===== src/rtl/period_meter_if.sv =====
`default_nettype none
// ============================================================================
// Module      : period_meter_if
// Description : Bundles the signal under measurement, the expected period and
//               the measurement results of period_meter into one interface.
//                 signal_in        - signal whose rising-edge spacing is timed
//                 period_in        - expected period in clk_in cycles
//                 period_out       - last measured period
//                 period_valid_out - one-cycle pulse when period_out updates
//                 match_out        - last measurement within tolerance
//                 locked_out       - measurement seen since reset/timeout
//                 timeout_out      - no edge seen for the timeout interval
//               master : side that drives the signal and reads results
//               slave  : the period meter itself
//               WIDTH must equal the WIDTH of the attached period_meter.
// Revision    : 1.0 - initial release
// ============================================================================
interface period_meter_if #(
    parameter int unsigned WIDTH = 32
);
    logic             signal_in;
    logic [WIDTH-1:0] period_in;
    logic [WIDTH-1:0] period_out;
    logic             period_valid_out;
    logic             match_out;
    logic             locked_out;
    logic             timeout_out;

    modport master (
        output signal_in,
        output period_in,
        input  period_out,
        input  period_valid_out,
        input  match_out,
        input  locked_out,
        input  timeout_out
    );

    modport slave (
        input  signal_in,
        input  period_in,
        output period_out,
        output period_valid_out,
        output match_out,
        output locked_out,
        output timeout_out
    );
endinterface
`default_nettype wire


===== src/rtl/period_meter.sv =====
`default_nettype none
// ============================================================================
// Module      : period_meter
// Description : Measures the spacing, in clk_in cycles, between consecutive
//               rising edges of bus.signal_in and compares it with the
//               expected period bus.period_in.
//               Ports:
//                 clk_in - system clock, all logic on its rising edge
//                 rst_in - asynchronous active-low reset; deassertion must be
//                          synchronised to clk_in by the surrounding system
//                 bus    - period_meter_if.slave (signal, expected period and
//                          measurement results)
//               Parameters:
//                 WIDTH          - width of period / count values
//                 TIMEOUT_CYCLES - cycles without an edge before loss of
//                                  signal is declared (2 .. 2**WIDTH-1)
//                 TOLERANCE      - largest |measured - expected| still
//                                  reported as a match
//               Build option:
//                 PERIOD_METER_SYNC_EN - when defined, signal_in first passes
//                                  a two-flop synchronizer and may be
//                                  asynchronous to clk_in (+2 cycles latency).
// Revision    : 1.0 - initial release
// ============================================================================
module period_meter #(
    parameter int unsigned      WIDTH          = 32,
    parameter logic [WIDTH-1:0] TIMEOUT_CYCLES = {WIDTH{1'b1}},
    parameter logic [WIDTH-1:0] TOLERANCE      = '0
) (
    input  logic          clk_in,
    input  logic          rst_in,
    period_meter_if.slave bus
);

    typedef enum logic [1:0] {
        S_IDLE    = 2'd0,
        S_MEASURE = 2'd1,
        S_TIMEOUT = 2'd2
    } state_t;

    localparam logic [WIDTH-1:0] c_CNT_ONE = WIDTH'(1);
    localparam logic [WIDTH-1:0] c_CNT_MAX = {WIDTH{1'b1}};

    // ------------------------------------------------------------------
    // Input stage
    // ------------------------------------------------------------------
    logic w_sig_src;

`ifdef PERIOD_METER_SYNC_EN
    // Two-flop synchronizer for an asynchronous signal_in.
    logic [1:0] sync_q;

    always_ff @(posedge clk_in or negedge rst_in) begin
        if (!rst_in) begin
            sync_q <= 2'b00;
        end else begin
            sync_q <= {sync_q[0], bus.signal_in};
        end
    end

    assign w_sig_src = sync_q[1];
`else
    assign w_sig_src = bus.signal_in;
`endif

    // ------------------------------------------------------------------
    // State
    // ------------------------------------------------------------------
    state_t           state_q,        state_d;
    logic             sig_q;
    logic             sig_prev_q;
    logic [WIDTH-1:0] cnt_q,          cnt_d;
    logic [WIDTH-1:0] period_q,       period_d;
    logic             period_valid_q, period_valid_d;
    logic             match_q,        match_d;
    logic             locked_q,       locked_d;
    logic             timeout_q,      timeout_d;

    always_ff @(posedge clk_in or negedge rst_in) begin
        if (!rst_in) begin
            state_q        <= S_IDLE;
            sig_q          <= 1'b0;
            sig_prev_q     <= 1'b0;
            cnt_q          <= '0;
            period_q       <= '0;
            period_valid_q <= 1'b0;
            match_q        <= 1'b0;
            locked_q       <= 1'b0;
            timeout_q      <= 1'b0;
        end else begin
            state_q        <= state_d;
            sig_q          <= w_sig_src;
            sig_prev_q     <= sig_q;
            cnt_q          <= cnt_d;
            period_q       <= period_d;
            period_valid_q <= period_valid_d;
            match_q        <= match_d;
            locked_q       <= locked_d;
            timeout_q      <= timeout_d;
        end
    end

    // ------------------------------------------------------------------
    // Datapath helpers
    // ------------------------------------------------------------------
    logic             w_edge;
    logic [WIDTH-1:0] w_diff;
    logic             w_within;
    logic [WIDTH-1:0] w_cnt_inc;

    assign w_edge = sig_q & ~sig_prev_q;

    // Subtract the smaller from the larger so the magnitude never wraps.
    assign w_diff = (cnt_q >= bus.period_in) ? (cnt_q - bus.period_in)
                                             : (bus.period_in - cnt_q);
    assign w_within = (w_diff <= TOLERANCE);

    // Saturating increment: the count sticks at all-ones instead of wrapping.
    assign w_cnt_inc = (cnt_q == c_CNT_MAX) ? cnt_q : (cnt_q + c_CNT_ONE);

    // ------------------------------------------------------------------
    // Next-state / output logic
    // ------------------------------------------------------------------
    always_comb begin
        state_d        = state_q;
        cnt_d          = cnt_q;
        period_d       = period_q;
        period_valid_d = 1'b0;
        match_d        = match_q;
        locked_d       = locked_q;
        timeout_d      = timeout_q;

        unique case (state_q)
            S_IDLE: begin
                // First edge only starts timing; there is no interval yet.
                if (w_edge) begin
                    state_d = S_MEASURE;
                    cnt_d   = c_CNT_ONE;
                end
            end

            S_MEASURE: begin
                // An edge takes priority over the timeout check, so an edge
                // exactly TIMEOUT_CYCLES after the previous one is measured.
                if (w_edge) begin
                    period_d       = cnt_q;
                    period_valid_d = 1'b1;
                    match_d        = w_within;
                    locked_d       = 1'b1;
                    cnt_d          = c_CNT_ONE;
                end else if (cnt_q == TIMEOUT_CYCLES) begin
                    state_d   = S_TIMEOUT;
                    timeout_d = 1'b1;
                    locked_d  = 1'b0;
                    match_d   = 1'b0;
                end else begin
                    cnt_d = w_cnt_inc;
                end
            end

            S_TIMEOUT: begin
                // The edge ending a loss of signal restarts timing only.
                if (w_edge) begin
                    state_d   = S_MEASURE;
                    cnt_d     = c_CNT_ONE;
                    timeout_d = 1'b0;
                end
            end

            default: begin
                state_d = S_IDLE;
            end
        endcase
    end

    assign bus.period_out       = period_q;
    assign bus.period_valid_out = period_valid_q;
    assign bus.match_out        = match_q;
    assign bus.locked_out       = locked_q;
    assign bus.timeout_out      = timeout_q;

endmodule
`default_nettype wire


===== src/flat_wrapper.sv =====
// flat-port wrapper written by rule: the top's interface ports become plain ports
module period_meter_flat 
#(
    parameter int unsigned      WIDTH          = 32,
    parameter logic [WIDTH-1:0] TIMEOUT_CYCLES = {WIDTH{1'b1}},
    parameter logic [WIDTH-1:0] TOLERANCE      = '0
)
  (clk_in, rst_in, bus_signal_in, bus_period_in, bus_period_out, bus_period_valid_out, bus_match_out, bus_locked_out, bus_timeout_out);
  period_meter_if #(.WIDTH(WIDTH)) bus_i ();
  input  logic clk_in;
  input  logic rst_in;
  input wire logic [$bits(bus_i.signal_in)-1:0] bus_signal_in;
  input wire logic [$bits(bus_i.period_in)-1:0] bus_period_in;
  output wire logic [$bits(bus_i.period_out)-1:0] bus_period_out;
  output wire logic [$bits(bus_i.period_valid_out)-1:0] bus_period_valid_out;
  output wire logic [$bits(bus_i.match_out)-1:0] bus_match_out;
  output wire logic [$bits(bus_i.locked_out)-1:0] bus_locked_out;
  output wire logic [$bits(bus_i.timeout_out)-1:0] bus_timeout_out;
  assign bus_i.signal_in = bus_signal_in;
  assign bus_i.period_in = bus_period_in;
  assign bus_period_out = bus_i.period_out;
  assign bus_period_valid_out = bus_i.period_valid_out;
  assign bus_match_out = bus_i.match_out;
  assign bus_locked_out = bus_i.locked_out;
  assign bus_timeout_out = bus_i.timeout_out;
  period_meter #(.WIDTH(WIDTH), .TIMEOUT_CYCLES(TIMEOUT_CYCLES), .TOLERANCE(TOLERANCE)) u_core (.clk_in(clk_in), .rst_in(rst_in), .bus(bus_i));
endmodule

===== config.mk =====
export PLATFORM = sky130hd
export DESIGN_NAME = period_meter_flat
export DESIGN_NICKNAME = d
export VERILOG_FILES = /design/src/rtl/period_meter_if.sv /design/src/rtl/period_meter.sv /design/src/flat_wrapper.sv
export SDC_FILE = /design/constraint.sdc
export NUM_CORES = 1
export LEC_CHECK = 0
export ABC_AREA = 1
export CAP_MARGIN = 30
export CELL_PAD_IN_SITES_DETAIL_PLACEMENT = 0
export CELL_PAD_IN_SITES_GLOBAL_PLACEMENT = 1
export CORE_UTILIZATION = 46
export CTS_CLUSTER_DIAMETER = 30
export DETAILED_ROUTE_END_ITERATION = 6
export DONT_BUFFER_PORTS = 1
export HOLD_SLACK_MARGIN = 0.08
export PLACE_DENSITY_LB_ADDON = 0.1
export SLEW_MARGIN = 30
export SYNTH_ARGS = -nofsm -noshare
export SYNTH_HDL_FRONTEND = slang
export SYNTH_SLANG_ARGS = --single-unit
export TNS_END_PERCENT = 20

===== constraint.sdc =====
create_clock -name clk_in -period 2.9 [get_ports clk_in]
set_input_delay 0.58 -clock clk_in [delete_from_list [all_inputs] [get_ports clk_in]]
set_output_delay 0.58 -clock clk_in [all_outputs]
set_load 0.01 [all_outputs]

== Word-level counts from Yosys, hierarchy flattened ==
Cells that the tools add are included.

* Register bits: 72
* Latch bits: 0
* Bits in writable memories: 0
* ROM bits: 0
* Input bits: 35
* Output and inout port bits: 36
* Logic and storage cells: 52
* Memories: 0

* Add/subtract/negate cells: 3
* Multiply operators: 0
* Divide/modulo/power cells: 0
* Magnitude comparators: 2
* Equal/unequal tests: 8
* Shifts and indexed selects: 0
* Muxes and demuxes: 18
* Bitwise logic cells: 2
* Reductions and logical operators: 10

{| class="wikitable"
|+ Operators with widths
! kind !! number
|-
| $mux W32 || 4
|-
| $pmux W32 S2 || 1
|-
| $sub A32 B32 Y32 || 2
|-
| $add A32 B1 Y32 const B || 1
|-
| $eq A32 B32 Y1 const B || 1
|-
| $ge A32 B32 Y1 || 1
|-
| $le A32 B1 Y1 const B || 1
|-
| $mux W1 || 8
|-
| $mux W2 || 3
|-
| $ne A2 B1 Y1 const B || 3
|-
| $reduce_and A3 Y1 || 2
|-
| $reduce_bool A2 Y1 || 3
|-
| $pmux W2 S2 || 1
|-
| $reduce_and A2 Y1 || 2
|-
| $reduce_and A4 Y1 || 1
|-
| $ne A3 B2 Y1 const B || 1
|-
| $eq A2 B1 Y1 const B || 1
|-
| $eq A2 B2 Y1 const B || 1
|-
| $logic_not A2 Y1 || 1
|-
| $ne A2 B2 Y1 const B || 1
|-
| $pmux W1 S2 || 1
|-
| $reduce_or A2 Y1 || 1
|-
| $and A1 B1 Y1 || 1
|-
| $not A1 Y1 || 1
|}

== Depth between registers and ports, before layout ==
Gate-level depths: netlist (run 1).

* Depth in word-level cells: 4
* Depth in mapped cells: 21
* Depth with buffers taken out: 21

== Worst setup path before layout (run 1) ==
OpenSTA, ideal clock, no wires.

* Kind: input port to flip-flop
* Start point: in bus_period_in[3]
* End point: reg u_core.match_q, in the netlist u_core.bus.match_out
* Library setup time: 0.117 ns
* Data arrival time: 2.165 ns
* Path slack: 0.618 ns
* Cell stages on the path: 21
* Buffers on the path: 1
* Path through: inv_1 ha_1 buf_4 nand2_1 inv_1 nand2_1 nand2_1 nand2_1 nand2_1 nand2_1 nand3_2 nand2_2 nand2_4 inv_2 nand2_1 nand2_1 inv_1 nand2_1 nor2_1 nand3_1 nand2_1

* Cells in the longest elaborated chain, start to end: 4

{| class="wikitable"
|+ RTL lines
! item !! RTL line !! RTL
|-
| from (decl) || flat_wrapper.sv:13 || <nowiki>input wire logic [$bits(bus_i.period_in)-1:0] bus_period_in;</nowiki>
|-
| $sub A32 B32 Y32 (tied with other cells) || period_meter.sv:115 || <nowiki>: (bus.period_in - cnt_q);</nowiki>
|-
| $mux W32 (*) || period_meter.sv:114 || <nowiki>assign w_diff = (cnt_q >= bus.period_in) ? (cnt_q - bus.period_in)</nowiki>
|-
| $le A32 B1 Y1 (*) || period_meter.sv:116 || <nowiki>assign w_within = (w_diff <= TOLERANCE);</nowiki>
|-
| $mux W1 (*) || period_meter.sv:145 || <nowiki>if (w_edge) begin</nowiki>
|-
| to (signal assigned) || period_meter.sv:97 || <nowiki>match_q <= match_d;</nowiki>
|-
| to (decl) || period_meter.sv:75 || <nowiki>logic match_q, match_d;</nowiki>
|}

Every way passes the cells marked *; elsewhere a longest branch is shown, timed or not.
A chain may end at the register's enable or synchronous reset.

== Worst setup path in the final report (run 1) ==
* Start point: reg u_core.cnt_q[28]
* End point: reg u_core.match_q, in the netlist u_core.bus.match_out

* Cells in the longest elaborated chain, start to end: 4

{| class="wikitable"
|+ RTL lines
! item !! RTL line !! RTL
|-
| from (decl) || period_meter.sv:72 || <nowiki>logic [WIDTH-1:0] cnt_q, cnt_d;</nowiki>
|-
| from (signal assigned) || period_meter.sv:94 || <nowiki>cnt_q <= cnt_d;</nowiki>
|-
| $sub A32 B32 Y32 (tied with other cells) || period_meter.sv:115 ||
|-
| $mux W32 || period_meter.sv:114 ||
|-
| $le A32 B1 Y1 || period_meter.sv:116 ||
|-
| $mux W1 || period_meter.sv:145 ||
|}

Parallel ways exist; a longest one is shown, timed or not.

==> key figures, run 1 <==
Routing
  • Remaining routing DRC violations: 0
  • DRT iter0 DRCs: 552
  • Total length of routed wires: 26.8 mm
  • Wire per inst: 16.5 µm
  • ANT nets after route: 0
  • Vias: 8440
  • Number of iterations in the first detailed-routing pass: 4
  • Vias per cell: 5.18

Power
  • Switching pwr: 0.00129 W
  • Comb power frac: 32.6%
  • Reg power frac: 32.5%
  • Peak supply drop: 425 µV
  • Leak Pwr: 4.93 nW
  • Internal Dissipation: 0.00218 W
  • Pwr Density: 392 nW/µm²
  • Clk pwr share: 34.8%
  • Sw Ratio: 37.2%

Yosys
  • Synth top area share: 22.9%
  • Count of cell types in the netlist: 44
  • Ys flop type: dfrtp_1
  • Synth Warn #: 0
  • Syn avg cell area: 5.87 µm²
  • Synth area leaders: nand2_1 (23%), dfrtp_1 (22%), inv_1 (11%)
  • Post-synth top area cell: nand2_1
  • Area of the mapped netlist: 8090 µm²
  • Post-synth EDFFs: 0
  • Post-synth ARST share: 100%
  • Register area share after synthesis: 22.3%
  • Syn_nets: 1477
  • Cell count after synthesis: 1378
  • Yosys reg bits: 72

Clock network
  • # H-tree levels: 3
  • Clock Latency Late Sink: 340 ps
  • Clock buffer count from CTS: 9
  • CTS root buffer: clkbuf_16
  • Clk sink count: 72
  • Clock Path Buffers: 2
  • CTS tree: yes
  • Number of setup buffers added after CTS: 0
  • Clock transition at path regs: 60 ps

Cells and area
  • Area growth syn-to-layout: 9.56%
  • Final Instance Area: 8860 µm²
  • Fraction of final layout cells sized beyond drive strength 1: 7.27%
  • # diodes: 0
  • Finished Core Util: 51.4%
  • Nets: 1497
  • Commonest non-fill, non-tap cell in the layout: nand2_1
  • Most frequent cells in the layout: nand2_1 (494), inv_1 (244), nor2_1 (114), nand3_1 (97), a21oi_1 (80)
  • Fillers: 1883

Placed design
  • Placed instance area: 8470 µm²
  • Port bufs: 0
  • HPWL after DPL: 22.8 mm
  • DP Worst Slack: -46.3 ps
  • Routability congestion estimate: 1.03

Timing
  • RSZ-0062 raised after global routing: false
  • Setup violators final: 0
  • Worst Max-Slew Pin Slew: 510 ps
  • Slew Limit Fails: 0
  • Final period utilization: 94.4%
  • Fin crit period: 2740 ps
  • Worst setup margin: 162 ps
  • Clock Skews: 6.81 ps
  • Final hold vios: 0
  • FMAX: 365 MHz
  • Max-Slew Margin vs Limit: 65.9%

Setup path
  • Path depth of the worst reg2reg path: 15
  • CP Class: reg -> reg
  • WP data required: 3180 ps
  • Worst Setup EP: u_core.bus.match_out$_DFFE_PN0P_
  • FF-to-FF End: u_core.bus.match_out$_DFFE_PN0P_
  • Crit path launch: u_core.cnt_q[28]$_DFFE_PN0P_
  • Slowest CP cell: dfrtp_1
  • Max FO, Critical Path: 9
  • Worst Setup End Kind: flop
  • Worst path max stage delay: 500 ps
  • CP arrival: 3010 ps
  • CP startpoint kind: flop
  • Reg-to-Reg Start: u_core.cnt_q[28]$_DFFE_PN0P_
  • R2R setup slack: 160 ps
  • Crit path top cell by count: nand2_1
  • Critical-path cell list: ha_2, nand2_1, nor3_1, nand2_1, nor2_1, nand2_2, nand2_4, inv_2, nand2_1, nand2_1, nor2_1, nand2_1, nor2_1, nand3_1, nand2_1

Floorplan
  • Die X: 135 µm
  • # IOs: 71
  • Die area: 18100 µm²
  • Starting Density: 46.9%
  • Placeable Area: 17200 µm²
  • Row count: 48
  • Die height: 135 µm

Global route
  • Initial antenna violation count: 0
  • Total grt overflow: 0
  • Global-route usage over all layers: 30.7%
  • First-pass GRT wire length: 42.4 mm
  • Number of global-route vias before repair: 8025
  • Largest net degree at the start of global routing: 73

Status
  • Status: finished clean

Run
  • Max-cap viol count: 0

Worst hold path
  • Worst hold-check path type: in -> async
## cell usage after synthesis, types with 2 or more instances
| master | n |
|---|---|
| a211oi_1 | 2 |
| a21boi_1 | 2 |
| a21o_1 | 3 |
| a21oi_1 | 82 |
| buf_2 | 8 |
| buf_4 | 2 |
| buf_6 | 3 |
| clkbuf_1 | 7 |
| dfrtp_1 | 72 |
| ha_1 | 64 |
| inv_1 | 245 |
| inv_2 | 7 |
| nand2_1 | 494 |
| nand2_2 | 4 |
| nand3_1 | 97 |
| nand3_2 | 7 |
| nand3b_1 | 3 |
| nand4_1 | 33 |
| nor2_1 | 115 |
| nor2_2 | 8 |
| nor2_4 | 4 |
| nor3_1 | 15 |
| nor3_2 | 4 |
| nor3_4 | 2 |
| nor3b_2 | 2 |
| nor4_2 | 3 |
| o21a_1 | 2 |
| o21ai_0 | 49 |
| o21ai_1 | 4 |
| o21bai_1 | 5 |
| xor2_1 | 17 |
## power groups by stage
stage,clock network (W),logic (W),registers [W]
after floorplan,0,0.000797,0.00113
after detailed placement,0,0.00109,0.00115
after CTS,0.00123,0.00112,0.00113
after global placement,0,0.00108,0.00115
final,0.00121,0.00113,0.00113
after global routing,0.00128,0.00130,0.00114
## how the worst min path moves through the flow
| stage | start | end | slack [ps] | depth (start not counted) |
|---|---|---|---|---|
| finish | rst_in | u_core.cnt_q[27]$_DFFE_PN0P_ | 110 | 1 |
| global route | rst_in | u_core.cnt_q[30]$_DFFE_PN0P_ | 150 | 1 |
| global placement | rst_in | u_core.bus.period_out[28]$_DFFE_PN0P_ | 290 | 0 |
| floorplan | rst_in | u_core.bus.locked_out$_DFFE_PN0P_ | 280 | 0 |
| CTS | rst_in | u_core.cnt_q[30]$_DFFE_PN0P_ | 140 | 1 |
| detailed placement | rst_in | u_core.bus.period_out[28]$_DFFE_PN0P_ | 290 | 0 |
## through the flow
stage	power (W)	instances	TNS [ps]	hold slack (ps)
2_1_floorplan	0.00193	1378	0	284
3_3_place_gp	0.00223	1611	-44.5	286
3_5_place_dp	0.00224	1611	-46.3	286
4_1_cts	0.00348	1628	0	138
5_1_grt	0.00371	1628	0	151
6_report	0.00348	1628	0	111
## registers in the layout, indices dropped and copies added, names as in the netlist
signal	cells
u_core.bus.locked_out	1
u_core.cnt_q	32
u_core.sig_q	1
u_core.bus.period_valid_out	1
u_core.sig_prev_q	1
u_core.bus.period_out	32
u_core.bus.timeout_out	1
u_core.bus.match_out	1
u_core.state_q	2
## cell type report
type / instances / area, µm² / share of cell area, %
Tap cell: 225 / 282 / 3.18
Sequential cell: 72 / 1800 / 20.3
Inverter: 253 / 951 / 10.7
Clock inverter: 6 / 92.6 / 1.04
Clock buffer: 10 / 229 / 2.58
Timing Repair Buffer: 31 / 253 / 2.85
Multi-Input combinational cell: 1031 / 5250 / 59.3
## per-layer routing
layer  global-route usage, %  up-vias  wire (µm)
li1                        -     4344          -
met1                    44.0     3839      12900
met2                    46.8      215      11500
met3                    4.58       42       1510
met4                    11.0        0        809
met5                       0        -          0
## timing repair
item,CTS,global route
resized for setup,0,11
hold buffers,1,0
endpoints found under the setup margin,0,2
endpoints found under the hold margin,72,0
## critical path, delay by kind of cell (launching register included)
family	cells	cell delay [ps]
AND/OR/NAND/NOR	13	1590
adder cells (fa/ha/maj)	1	500
flip-flops	1	500
buffers and inverters	1	80
## logic make-up after synthesis
kind of cell / after synthesis / share of synthesized area [%]
and+or+nand+nor: 796 / 42.5
xor gates and xnor gates: 17 / 1.84
buffers and inverters: 275 / 13.3
adders and majority gates: 64 / 9.90
DFF: 72 / 22.3
AOI/OAI and AO/OA: 154 / 10.2
Note: power is estimated with default switching activity, not from simulation.
==> inputs of run 2 (changes only) <==
Settings changed: CTS_CLUSTER_DIAMETER 30 to 80.
==> results of run 2 <==
No change in the layout: final DEF, timing and power equal those of run 1.
